--- config.mk ---
export PLATFORM = sky130hd
export DESIGN_NAME = multicycle_control
export DESIGN_NICKNAME = d
export VERILOG_FILES = /design/src/rtl/multicycle_control.sv
export SDC_FILE = /design/constraint.sdc
export NUM_CORES = 1
export LEC_CHECK = 0
export BUFFER_PORTS_ARGS = -buffer_cell sky130_fd_sc_hd__buf_2
export CORE_ASPECT_RATIO = 0.9
export CORE_MARGIN = 4
export CORE_UTILIZATION = 28
export CTS_BUF_LIST = sky130_fd_sc_hd__clkbuf_4
export DETAILED_ROUTE_END_ITERATION = 8
export GPL_TIMING_DRIVEN = 0
export PLACE_DENSITY_LB_ADDON = 0.15
export SETUP_SLACK_MARGIN = 0.15
export SYNTH_ARGS = -nofsm -noshare
export SYNTH_HDL_FRONTEND = slang
export SYNTH_SLANG_ARGS = --single-unit
export TNS_END_PERCENT = 30
--- constraint.sdc ---
create_clock -name clk -period 2.3 [get_ports clk]
set_input_delay 0.23 -clock clk [delete_from_list [all_inputs] [get_ports clk]]
set_output_delay 0.23 -clock clk [all_outputs]
set_load 0.005 [all_outputs]
--- src/rtl/multicycle_control.sv ---
`timescale 1ns/1ps
// Multi-cycle main control FSM for the MIPS core: sequences fetch, decode, execute,
// memory and write-back, and drives the datapath control bus from the latched opcode.
module multicycle_control #(
  parameter int unsigned FETCH_TIMEOUT = 16
) (
  input  logic        clk,
  input  logic        rst,
  input  logic [31:0] instruction,
  input  logic        memReady,
  output logic [1:0]  regDst,
  output logic [1:0]  jump,
  output logic [1:0]  branch,
  output logic        memRead,
  output logic [1:0]  memToReg,
  output logic [2:0]  aluOp,
  output logic        memWrite,
  output logic        aluSrc,
  output logic        regWrite,
  output logic [1:0]  extType,
  output logic        pcWrite,
  output logic        irWrite,
  output logic        illegal,
  output logic        memErr
);

  localparam int unsigned CNT_W = (FETCH_TIMEOUT < 2) ? 1 : $clog2(FETCH_TIMEOUT);
  localparam logic [CNT_W-1:0] CNT_LAST =
    (FETCH_TIMEOUT == 0) ? '0 : CNT_W'(FETCH_TIMEOUT - 1);
  localparam bit TMO_EN = (FETCH_TIMEOUT != 0);

  localparam logic [5:0] OP_RTYPE = 6'h00;
  localparam logic [5:0] OP_J     = 6'h02;
  localparam logic [5:0] OP_JAL   = 6'h03;
  localparam logic [5:0] OP_BEQ   = 6'h04;
  localparam logic [5:0] OP_BNE   = 6'h05;
  localparam logic [5:0] OP_ADDIU = 6'h09;
  localparam logic [5:0] OP_ORI   = 6'h0D;
  localparam logic [5:0] OP_LUI   = 6'h0F;
  localparam logic [5:0] OP_LW    = 6'h23;
  localparam logic [5:0] OP_SW    = 6'h2B;

  localparam logic [5:0] FN_JR    = 6'h08;
  localparam logic [5:0] FN_ADDU  = 6'h21;
  localparam logic [5:0] FN_SUBU  = 6'h23;
  localparam logic [5:0] FN_AND   = 6'h24;
  localparam logic [5:0] FN_OR    = 6'h25;
  localparam logic [5:0] FN_SLT   = 6'h2A;

  localparam logic [2:0] ALU_ADD = 3'b000;
  localparam logic [2:0] ALU_SUB = 3'b001;
  localparam logic [2:0] ALU_AND = 3'b010;
  localparam logic [2:0] ALU_OR  = 3'b011;
  localparam logic [2:0] ALU_SLT = 3'b100;
  localparam logic [2:0] ALU_LUI = 3'b101;

  typedef enum logic [2:0] {
    S_FETCH, S_DECODE, S_EXEC, S_MEM, S_WB
  } state_t;

  typedef enum logic [3:0] {
    K_RALU, K_JR, K_ADDIU, K_ORI, K_LUI, K_LW, K_SW,
    K_BEQ, K_BNE, K_J, K_JAL, K_ILL
  } kind_t;

  state_t           state;
  state_t           state_next;
  logic [5:0]       op;
  logic [5:0]       funct;
  logic [CNT_W-1:0] cnt;
  kind_t            kind;
  logic [2:0]       r_alu;
  logic             waiting;
  logic             tmo;
  logic             unused_ir_bits;

  // Only opcode and funct feed the control decode.
  assign unused_ir_bits = ^instruction[25:6];

  assign waiting = ((state == S_FETCH) || (state == S_MEM)) && !memReady;
  assign tmo     = TMO_EN && waiting && (cnt == CNT_LAST);

  // Instruction class from the latched opcode/funct.
  always_comb begin
    kind  = K_ILL;
    r_alu = ALU_ADD;
    case (op)
      OP_RTYPE: begin
        case (funct)
          FN_ADDU: begin kind = K_RALU; r_alu = ALU_ADD; end
          FN_SUBU: begin kind = K_RALU; r_alu = ALU_SUB; end
          FN_AND:  begin kind = K_RALU; r_alu = ALU_AND; end
          FN_OR:   begin kind = K_RALU; r_alu = ALU_OR;  end
          FN_SLT:  begin kind = K_RALU; r_alu = ALU_SLT; end
          FN_JR:   kind = K_JR;
          default: kind = K_ILL;
        endcase
      end
      OP_ADDIU: kind = K_ADDIU;
      OP_ORI:   kind = K_ORI;
      OP_LUI:   kind = K_LUI;
      OP_LW:    kind = K_LW;
      OP_SW:    kind = K_SW;
      OP_BEQ:   kind = K_BEQ;
      OP_BNE:   kind = K_BNE;
      OP_J:     kind = K_J;
      OP_JAL:   kind = K_JAL;
      default:  kind = K_ILL;
    endcase
  end

  always_ff @(posedge clk or negedge rst) begin
    if (!rst) state <= S_FETCH;
    else      state <= state_next;
  end

  // Opcode latch and memory wait counter; the counter restarts on every state change.
  always_ff @(posedge clk or negedge rst) begin
    if (!rst) begin
      op    <= '0;
      funct <= '0;
      cnt   <= '0;
    end else begin
      if (state == S_DECODE) begin
        op    <= instruction[31:26];
        funct <= instruction[5:0];
      end
      if ((state_next != state) || tmo) cnt <= '0;
      else if (waiting)                 cnt <= cnt + CNT_W'(1);
    end
  end

  always_comb begin
    state_next = state;
    case (state)
      S_FETCH:  if (memReady) state_next = S_DECODE;
      S_DECODE: state_next = S_EXEC;
      S_EXEC: begin
        case (kind)
          K_RALU, K_ADDIU, K_ORI, K_LUI, K_JAL: state_next = S_WB;
          K_LW, K_SW:                          state_next = S_MEM;
          default:                             state_next = S_FETCH;
        endcase
      end
      S_MEM:    if (memReady) state_next = (kind == K_LW) ? S_WB : S_FETCH;
      S_WB:     state_next = S_FETCH;
      default:  state_next = S_FETCH;
    endcase
  end

  // Control bus decode; everything is forced low while reset is held.
  always_comb begin
    regDst   = 2'b00;
    jump     = 2'b00;
    branch   = 2'b00;
    memRead  = 1'b0;
    memToReg = 2'b00;
    aluOp    = ALU_ADD;
    memWrite = 1'b0;
    aluSrc   = 1'b0;
    regWrite = 1'b0;
    extType  = 2'b00;
    pcWrite  = 1'b0;
    irWrite  = 1'b0;
    illegal  = 1'b0;
    memErr   = 1'b0;
    if (rst) begin
      case (state)
        S_FETCH: begin
          memRead = 1'b1;
          irWrite = memReady;
          pcWrite = memReady;
          memErr  = tmo;
        end
        S_EXEC: begin
          case (kind)
            K_RALU:  aluOp = r_alu;
            K_ADDIU: begin aluSrc = 1'b1; extType = 2'b01; aluOp = ALU_ADD; end
            K_ORI:   begin aluSrc = 1'b1; extType = 2'b00; aluOp = ALU_OR;  end
            K_LUI:   begin aluSrc = 1'b1; extType = 2'b10; aluOp = ALU_LUI; end
            K_LW, K_SW: begin aluSrc = 1'b1; extType = 2'b01; aluOp = ALU_ADD; end
            K_BEQ:   begin aluOp = ALU_SUB; branch = 2'b01; extType = 2'b01; end
            K_BNE:   begin aluOp = ALU_SUB; branch = 2'b10; extType = 2'b01; end
            K_J, K_JAL: jump = 2'b01;
            K_JR:    jump = 2'b10;
            default: illegal = 1'b1;
          endcase
        end
        S_MEM: begin
          memRead  = (kind == K_LW);
          memWrite = (kind == K_SW);
          aluSrc   = 1'b1;
          extType  = 2'b01;
          aluOp    = ALU_ADD;
          memErr   = tmo;
        end
        S_WB: begin
          regWrite = 1'b1;
          case (kind)
            K_RALU:  regDst = 2'b01;
            K_LW:    memToReg = 2'b01;
            K_JAL:   begin regDst = 2'b10; memToReg = 2'b10; end
            default: regDst = 2'b00;
          endcase
        end
        default: ;
      endcase
    end
  end

endmodule

# Word-level counts from Yosys, hierarchy flattened

Index checks and enable logic that the tools add are counted.
Widths: inputs -> output; s select.

Add/sub/neg operators: 1
Eq/ne operators: 31
Multiplexer cells: 45
Reductions and logical operators: 18

Operators by type and width:

| operator            | number |
|---|---|
| $eq 6x6->1 const B  | 7 |
| $pmux 4 s10         | 1 |
| $pmux 3 s4          | 3 |
| $eq 6x4->1 const B  | 4 |
| $pmux 2 s2          | 6 |
| $reduce_or 5->1     | 4 |
| $mux 2              | 9 |
| $mux 3              | 6 |
| $eq 4x3->1 const B  | 4 |
| $eq 4x4->1 const B  | 4 |
| $mux 1              | 14 |
| $eq 6x2->1 const B  | 2 |
| $eq 6x3->1 const B  | 2 |
| $reduce_or 11->1    | 1 |
| $eq 4x2->1 const B  | 2 |
| $mux 4              | 2 |
| $pmux 4 s2          | 1 |
| $reduce_or 2->1     | 4 |
| $eq 3x2->1 const B  | 2 |
| $logic_not 6->1     | 1 |
| $pmux 3 s2          | 1 |
| $add 4x1->4 const B | 1 |
| $eq 4x1->1 const B  | 1 |
| $logic_not 4->1     | 1 |
| other kinds (9)     | 12 |

Register bits: 19
Output and inout bits: 21

# Logic depth before layout (Yosys ltp)

Gate-level depths: netlist (run 1).

Depth in word-level cells: 11
Gate-level depth with buffers: 7
Mapped depth without buffers: 5

# Least setup slack after synthesis (run 1)

No wires, ideal clock.

Path kind: flip-flop to output port
From: reg op[1]
To: out memToReg[1]
Arrival time: 1.761 ns
Required time: 2.070 ns
Path slack: 0.309 ns
Cell stages (with the launch flop): 6
Path through: dfrtp_1 -> buf_6 -> nor4_4 -> o211ai_2 -> o311a_1 -> nor4b_1

Word-level cells in the longest chain between the ends: 6
Elaborated cells between the ends (all ways): 16
Those cells by class: eq/ne: 11; mux: 4; reduce/logical: 1

Ends and longest elaborated chain:

| element                                         | RTL line | source |
|---|---|---|
| from (decl)                                     | 68       | `logic [5:0] op;` |
| from (signal assigned)                          | 125      | `op <= instruction[31:26];` |
| $eq 6x2->1 (tied with other cells)              | 87       | `case (op)` |
| $pmux 4 s10 (*)                                 | 87       |  |
| $eq 4x4->1 / $eq 4x3->1 (equally long branches) | 199      | `case (kind)` |
| $pmux 2 s2 (*)                                  | 199      |  |
| $mux 2 (*)                                      | 168      | `case (state)` |
| $mux 2 (*)                                      | 167      | `if (rst) begin` |
| to (decl)                                       | 15       | `output logic [1:0] memToReg,` |

Mark *: on every way between the ends. The rest lies on a longest branch, timed or not.

# Worst setup path in the final report (run 1)

From: reg op[1]
To: out regDst[0]

Word-level cells in the longest chain between the ends: 6
Elaborated cells between the ends (all ways): 16
Those cells by class: eq/ne: 10; mux: 4; reduce/logical: 2

Ends and longest elaborated chain:

| element                                              | RTL line | source |
|---|---|---|
| $eq 6x2->1 (tied with other cells)                   | 87       |  |
| $pmux 4 s10 (*)                                      | 87       |  |
| $eq 4x4->1 / $logic_not 4->1 (equally long branches) | 199      |  |
| $pmux 2 s2 (*)                                       | 199      |  |
| $mux 2 (*)                                           | 168      |  |
| $mux 2 (*)                                           | 167      |  |
| to (decl)                                            | 11       | `output logic [1:0] regDst,` |

Marked as above.

==> results of run 1 <==
[sequential cells by signal, indices dropped and copies added (netlist names)]
| signal | count |
|---|---|
| state | 3 |
| op | 6 |
| cnt | 4 |
| funct | 6 |
[repair_timing]
item,4_1_cts,5_1_grt
pin swaps,8,16
buffers inserted,16,12
endpoints found under the hold margin,19,0
resized for setup,25,30
endpoints found under the setup margin,22,23
hold buffers,1,0
[cells by family (layout without fill, tap and decap cells)]
group / after synthesis / in the layout / synth area share [%]
flops: 19 / 19 / 32.8
buf+inv: 16 / 83 / 5.34
fa+ha+maj: 1 / 1 / 0.862
simple gates: 75 / 75 / 31.0
xor+xnor: 6 / 6 / 3.62
compound gates: 37 / 37 / 18.7
mux: 10 / 10 / 7.67
[synth_stat cells (all sizes together), types with 2 or more instances]
cell	number
clkbuf	4
o32ai	2
nor3	7
xnor2	3
and3	2
o311a	2
dfrtp	19
or2	2
nor2b	4
or3b	2
a31oi	4
nand3	3
nor4b	4
nand4	2
a21oi	11
nor3b	2
inv	5
nand2b	7
xor2	3
or3	2
mux2	9
nor2	14
nor4	4
a211oi	3
and2	2
o21ai	8
buf	7
nand2	13
[path summary, 6_finish.rpt]
kind                               startpoint                  to  slack, ps  cells after the start
max in group asynchronous                 rst   op[0]$_DFFE_PN0P_       1050                      2
hold reg to reg            cnt[0]$_DFFE_PN0P_  cnt[0]$_DFFE_PN0P_        510                      1
setup / recovery            op[1]$_DFFE_PN0P_           regDst[0]       -170                      8
setup reg to reg            op[1]$_DFFE_PN0P_  state[2]$_DFF_PN0_        300                      8
hold / removal                instruction[30]   op[4]$_DFFE_PN0P_        130                      3
min in group asynchronous                 rst  cnt[0]$_DFFE_PN0P_        650                      2
[metal layers]
layer  wire, µm  up-vias  GRT usage (%)
met4         23        0           3.54
met3        164        2           2.27
met1       2070      715           17.6
met2       1910       31           20.4
li1           -      742              -
met5          0        -              0
[stage by stage]
step           hold WS [ps]  instances  power [µW]  util, %
2_1_floorplan         -65.6        164        1660        -
3_3_place_gp            222        264        1980     34.7
3_5_place_dp            216        264        1980     34.7
4_1_cts                 125        285        2570     40.2
5_1_grt                 130        296        3170     44.7
6_report                133        296        2950     44.7
[layout make-up]
type,count,area (µm²)
fillers,529,2720
multi-input cells,129,1110
flip-flops and latches,19,483
repair buffers,64,403
well taps,65,81.3
plain buffers,10,73.8
clock buffers,4,30.0
inverters,5,18.8
[tightest hold or removal path, delay by kind of cell]
family	cells	cell delay, ps
AND/OR/NAND/NOR	1	30
AO/OA/AOI/OAI	1	60
buffers and inverters	1	70
[power breakdown]
| part | internal [µW] | switching (µW) |
|---|---|---|
| Sequential | 485 | 133 |
| Clock | 79.2 | 102 |
| Combinational | 1060 | 1090 |
| Total | 1630 | 1320 |
==> out/metrics.cfg, run 1 <==
[final_layout]
layout.nets = 268
layout_commonest_cell = buf_2
fin_area_mm2 = 0.00220
antenna_cells = 0
drive_above_1_share_pct = 55.0
area_growth_pct = 51.6
final_cell_mix = 36 x buf_2, 28 x buf_4, 13 x dfrtp_1, 12 x nand2_1, 12 x nor2_1

[clocking]
cts_tree = built
cts_buffers = 3
htreeDepth = 1
path_clk_slew_ps = 110
insertion_delay_ps = 290
cts-root-buf = clkbuf_4
clock_path_buffers = 2
cts_sinks = 19

[timing]
tightest_slew_ps = 891
finClkSkew_ps = 0.481
slew-limit-headroom_pct = 40.4
worst_slack_ps = -171
drv_slew = 0
grt_setup_unrepaired = yes
finalHoldViolCount = 0
fin_crit_sh_pct = 107
fin_tns_setup_ps = -1080
finalSetupViolations = 8
fin_crit_ps = 2470
fmax_ghz = 0.405

[critical_path]
worst_setup_path_start_kind = flop
required_ps = 2070
critical-path-top-delay-family = simple AND/OR/NAND/NOR gates
crit_buf_inv = 3
cp_slowest_cell = dfrtp_1
crit_chain = buf_6, buf_4, nor2b_1, xnor2_1, or3_1, or2_4, nor4b_4, buf_2
endpoint_kind = output pin
critPathKind = reg -> out
cp_slowest_stage_delay_ps = 410
cp.arrival_ps = 2240
cp_max_fo = 4

[detailed_routing]
detail_route.drc_violations = 0
viasPerCell = 5.03
wirelength_um = 4160
drtIter0Drc = 66
wire_per_inst_um = 14.1
num_vias = 1490
ant_nets = 0
drt-pass1-iter-count = 4

[floorplan]
core_mm2 = 0.00492
fp.dieW_um = 83.9
rows = 24
die_y_um = 76.3
pin_count = 56
die-area_mm2 = 0.00640
initial_core_util_pct = 29.5

[flow_run]
maxCapViolations = 0

[outcome]
violations = negative setup slack
outcome = complete, but fails checks

[global_route]
grt_max_degree = 20
overflow = 0
grt_pass1_vias = 1416
grt_usage_pct = 12.8
grt_pass1_wl_um = 6730
antenna_found_initial = 0

[synthesis]
synth_top_area_share_pct = 32.8
yosys-top-cells-area = dfrtp_1 33%, mux2_2 7.0%, a21oi_1 3.8%
synth_nets = 200
syn_inst = 164
ys_warn_count = 0
synth_area_per_cell_um2 = 8.85
yosys.area.top_type = dfrtp_1
synth-seq-cells = 19
async_reset_ff_share_pct = 100
yosysUniqueCellTypes = 50
syn-cell-area_mm2 = 0.00145
ys_seq_area_share_pct = 32.8
ys.flop_type = dfrtp_1
synth_edf_count = 0

[placed_design]
place_congestion = 0.794
hpwl_um = 2880
placed_area_mm2 = 0.00171
numPortBuffers = 35
dp_slack_ps = -229

[power_and_ir_drop]
ir_drop_mv = 0.530
p_per_area_mw_per_mm2 = 1340
p_leak_uw = 0.000937

[worst_hold_path]
hold_class = in -> reg

(Power assumes the default switching activity.)
==> run 2, diff against run 1 <==
--- a/config.mk
+++ b/config.mk
@@ -9,7 +9,6 @@
 export CORE_ASPECT_RATIO = 0.9
 export CORE_MARGIN = 4
 export CORE_UTILIZATION = 28
-export CTS_BUF_LIST = sky130_fd_sc_hd__clkbuf_4
 export DETAILED_ROUTE_END_ITERATION = 8
 export GPL_TIMING_DRIVEN = 0
 export PLACE_DENSITY_LB_ADDON = 0.15
==> out/metrics.cfg, run 2 (synthesis gave the netlist of run 1 again) <==
[outcome]
outcome = complete, but fails checks
violations = negative setup slack

[critical_path]
required_ps = 2070
cp_max_fo = 4
crit_chain = or3b_4, o211ai_4, o32ai_4, or2_4, nor4b_1, buf_2
cp_slowest_cell = dfrtp_2
reg2reg_from = funct[1]$_DFFE_PN0P_
critical-path-top-delay-family = simple AND/OR/NAND/NOR gates
endpoint_kind = output pin
crit_buf_inv = 1
worst_setup_path_start_kind = flop
rrSetupSlack_ps = 320
cp.arrival_ps = 2200
r2r_cells = 6
cp_slowest_stage_delay_ps = 420
reg2reg_to = state[2]$_DFF_PN0_
critPathKind = reg -> out

[clocking]
cts_sinks = 19
cts-root-buf = clkbuf_8
cts_buffers = 3
cts_tree = built
clock_path_buffers = 2
insertion_delay_ps = 250
htreeDepth = 1
path_clk_slew_ps = 70

[final_layout]
antenna_cells = 0
layout.nets = 258
area_growth_pct = 42.2
ff_latch_area_um2 = 482
final_cells = 286
top_regs = funct x6, op x6, cnt x4
drive_above_1_share_pct = 47.5
layout_commonest_cell = buf_2
final_core_util_pct = 41.9
num-fill-cells = 530
multi_input_area_mm2 = 0.00104
final_cell_mix = 37 x buf_2, 17 x buf_4, 14 x dfrtp_1, 13 x nor2_1, 11 x nand2_1

[global_route]
antenna_found_initial = 0
grt_usage_pct = 12.9
grt_max_degree = 20
grt_pass1_vias = 1404
grt_pass1_wl_um = 6820
overflow = 0

[placed_design]
numPortBuffers = 35
hpwl_um = 2880
place_congestion = 0.794
dp.cells = 264

[floorplan]
fp.dieW_um = 83.9
core_mm2 = 0.00492
rows = 24
die_y_um = 76.3
pin_count = 56
die-area_mm2 = 0.00640
initial_core_util_pct = 29.5

[timing]
finalSetupViolations = 6
worst_slack_ps = -134
finalHoldViolCount = 0
fin_crit_ps = 2430
grt_setup_unrepaired = yes
tightest_slew_ps = 916
fmax_ghz = 0.411
slew-limit-headroom_pct = 38.8
drv_slew = 0
finClkSkew_ps = 2.15
fin_crit_sh_pct = 106
fin_tns_setup_ps = -479

[detailed_routing]
drt-pass1-iter-count = 4
viasPerCell = 5.04
drtIter0Drc = 77
ant_nets = 0
detail_route.drc_violations = 0
wirelength_um = 4110
wire_per_inst_um = 14.4
num_vias = 1442

[worst_hold_path]
hp-start = instruction[1]
min_path_cells = 3
hold_class = in -> reg
min_to = funct[1]$_DFFE_PN0P_

[power_and_ir_drop]
p_per_area_mw_per_mm2 = 1320
p_leak_uw = 0.000876
total_power_uw = 2730
ir_drop_mv = 0.491

[flow_run]
maxCapViolations = 0

run 2: cell types whose count changed in the layout (fill, tap and decap cells not counted), moves of 2 or more:
cell	delta
nor4b_1	+2
nor3_2	-3
buf_4	-11
clkbuf_4	-5
clkbuf_8	+3
nor3_1	+3
run 2: routing by layer:
layer  part of all wire (%)  vias up  GRT usage, %
met5                      0        -             0
met4                   0.93        0          3.86
met3                    3.4        5          2.38
met2                     45       24          19.9
met1                     51      696          18.3
li1                       -      717             -
run 2: worst max-delay path by stage:
| stage | from | end | slack (ps) | depth (start not counted) |
|---|---|---|---|---|
| after floorplan | op[1]$_DFFE_PN0P_ | memToReg[1] | 310 | 5 |
| final | funct[1]$_DFFE_PN0P_ | regDst[1] | -130 | 6 |
| after detailed placement | rst | branch[1] | -230 | 8 |
| after global routing | funct[1]$_DFFE_PN0P_ | memToReg[1] | -210 | 6 |
| after CTS | funct[2]$_DFFE_PN0P_ | regDst[0] | -130 | 6 |
| after global placement | rst | branch[1] | -220 | 8 |
run 2: stage by stage:
stage,worst slack [ps],instance area (µm²),hold slack [ps]
CTS,-130,2010,174
finish,-134,2060,179
global route,-213,2060,187
detailed placement,-229,1710,216
global placement,-225,1710,222
floorplan,309,1450,-65.6
run 2: power breakdown:
part	switching, µW	internal (µW)
sequential	140	485
combinational	992	876
clock	111	123
run 2: layout make-up:
class / count / area share, %
Buffer: 11 / 3.58
Clock buffer: 4 / 2.18
Inverter: 5 / 0.910
Multi-Input combinational cell: 129 / 50.4
Sequential cell: 19 / 23.3
Tap cell: 65 / 3.94
Timing Repair Buffer: 53 / 15.6
run 2: worst reg2reg max path, stage by stage (launching register included):
cell and delay, ps:
dfrtp_2 420, or3b_4 410, o211ai_4 290, o32ai_4 150
or2_4 270, buf_4 140, o41ai_4 190
run 2: timing repair:
| item | CTS | global route |
|---|---|---|
| buffers inserted | 15 | 2 |
| hold buffers | 1 | 0 |
| pin swaps | 8 | 6 |
| hold endpoints to repair | 19 | 0 |
| endpoints found under the setup margin | 20 | 19 |
| gates resized for setup | 30 | 11 |
==> run 3, diff against run 2 <==
==> constraint.sdc (replaced) <==
create_clock -name clk -period 2.59 [get_ports clk]
set_input_delay 0.259 -clock clk [delete_from_list [all_inputs] [get_ports clk]]
set_output_delay 0.259 -clock clk [all_outputs]
set_load 0.005 [all_outputs]
==> out/metrics.cfg, run 3 (synthesis gave the netlist of run 1 again) <==
[worst_hold_path]
hold_class = in -> reg
hp-start = instruction[1]

[critical_path]
endpoint_kind = output pin
worst_setup_path_start_kind = flop
crit_chain = or3b_4, o211ai_4, buf_6, o32ai_4, or2_4, nor4b_2, buf_2
required_ps = 2330
reg2reg_from = state[2]$_DFF_PN0_
cp_slowest_cell = or3b_4
cp_max_fo = 4
cp.arrival_ps = 2270
critical_path.startpoint = funct[3]$_DFFE_PN0P_
cp_slowest_stage_delay_ps = 430
critPathKind = reg -> out

[detailed_routing]
drt-pass1-iter-count = 4
num_vias = 1433
drt-met1-wl_um = 2060
ant_nets = 0
viasPerCell = 4.99
wire_per_inst_um = 14.5
met3_length_um = 174
top_layer_used = met4
wl_met2_um = 1870
drtIter0Drc = 139
detail_route.drc_violations = 0
wirelength_um = 4150

[placed_design]
dp.cells = 264
dp_slack_ps = 3.14
place_congestion = 0.794
numPortBuffers = 35
hpwl_um = 2880

[timing]
finalHoldViolCount = 0
tightest_slew_ps = 1040
fmax_ghz = 0.395
worst_slack_ps = 60.9
grt_setup_unrepaired = yes
finalSetupViolations = 0
fin_crit_ps = 2530
drv_slew = 0
slew-limit-headroom_pct = 30.8
hold_ws_ps = 206
fin_crit_sh_pct = 97.6
finClkSkew_ps = 1.66
fin_tns_setup_ps = 0

[clocking]
cts_tree = built
cts_sinks = 19
htreeDepth = 1
cts-root-buf = clkbuf_8
insertion_delay_ps = 250
clock_path_buffers = 2
cts_buffers = 3
path_clk_slew_ps = 70

[power_and_ir_drop]
p_leak_uw = 0.000870
p_per_area_mw_per_mm2 = 1160
ir_drop_mv = 0.444

[final_layout]
final_cells = 287
layout.nets = 259
antenna_cells = 0
drive_above_1_share_pct = 48.2
final_core_util_pct = 42.1
layout_commonest_cell = buf_2
num-fill-cells = 528
area_growth_pct = 43.0
multi_input_area_mm2 = 0.00105
ff_latch_area_um2 = 483
top_regs = funct x6, op x6, cnt x4
final_cell_mix = 38 x buf_2, 20 x buf_4, 13 x nand2_1, 13 x nor2_1, 13 x dfrtp_1

[floorplan]
die_y_um = 76.3
die-area_mm2 = 0.00640
core_mm2 = 0.00492
rows = 24
fp.dieW_um = 83.9
initial_core_util_pct = 29.5
pin_count = 56

[global_route]
grt_max_degree = 20
overflow = 0
grt_usage_pct = 12.6
grt_pass1_vias = 1376
antenna_found_initial = 0
grt_pass1_wl_um = 6690

[outcome]
outcome = finished, final reports clean

[flow_run]
maxCapViolations = 0

-- run 3: final timing paths --
kind	endpoint	slack (ps)	depth (start not counted)
setup / recovery	memToReg[1]	60	7
hold / removal	funct[1]$_DFFE_PN0P_	210	3
setup reg to reg	op[0]$_DFFE_PN0P_	340	4
hold reg to reg	cnt[0]$_DFFE_PN0P_	510	1
max in group asynchronous	op[4]$_DFFE_PN0P_	1270	2
min in group asynchronous	state[0]$_DFF_PN0_	700	2
-- run 3: metal layers --
metal,GRT usage (%),vias up
met2,19.6,30
met3,2.27,5
met4,3.54,0
met5,0,-
li1,-,720
met1,17.9,678
-- run 3: layout make-up --
| class | instances | share of cell area, % |
|---|---|---|
| plain buffers | 11 | 3.38 |
| clock buffers | 4 | 2.17 |
| inverters | 5 | 0.904 |
| multi-input cells | 129 | 50.6 |
| flip-flops and latches | 19 | 23.3 |
| well taps | 65 | 3.92 |
| repair buffers | 54 | 15.7 |
-- run 3: timing repair --
action / in CTS / in global routing
hold buffers: 1 / 0
pin swaps: 7 / 10
setup endpoints to repair: 7 / 9
endpoints found under the hold margin: 19 / 0
resized for setup: 22 / 16
buffers inserted: 10 / 8
gates cloned: 0 / 0
-- run 3: stage by stage --
stage | instance area, µm² | power, µW
final | 2080 | 2410
after detailed placement | 1710 | 1750
after global placement | 1710 | 1760
after global routing | 2080 | 2590
after CTS | 1940 | 2230
after floorplan | 1450 | 1480
-- run 3: report_power, final --
group	total [µW]	internal, µW	switching [µW]
registers	561	432	129
logic	1640	764	878
clock network	209	109	99.6
-- run 3: worst max-delay path, delay by kind of cell (launching register included) --
| family | cells | cell delay, ps |
|---|---|---|
| DFF | 1 | 420 |
| buffers and inverters | 2 | 290 |
| AOI/OAI and AO/OA | 2 | 340 |
| and+or+nand+nor | 3 | 970 |
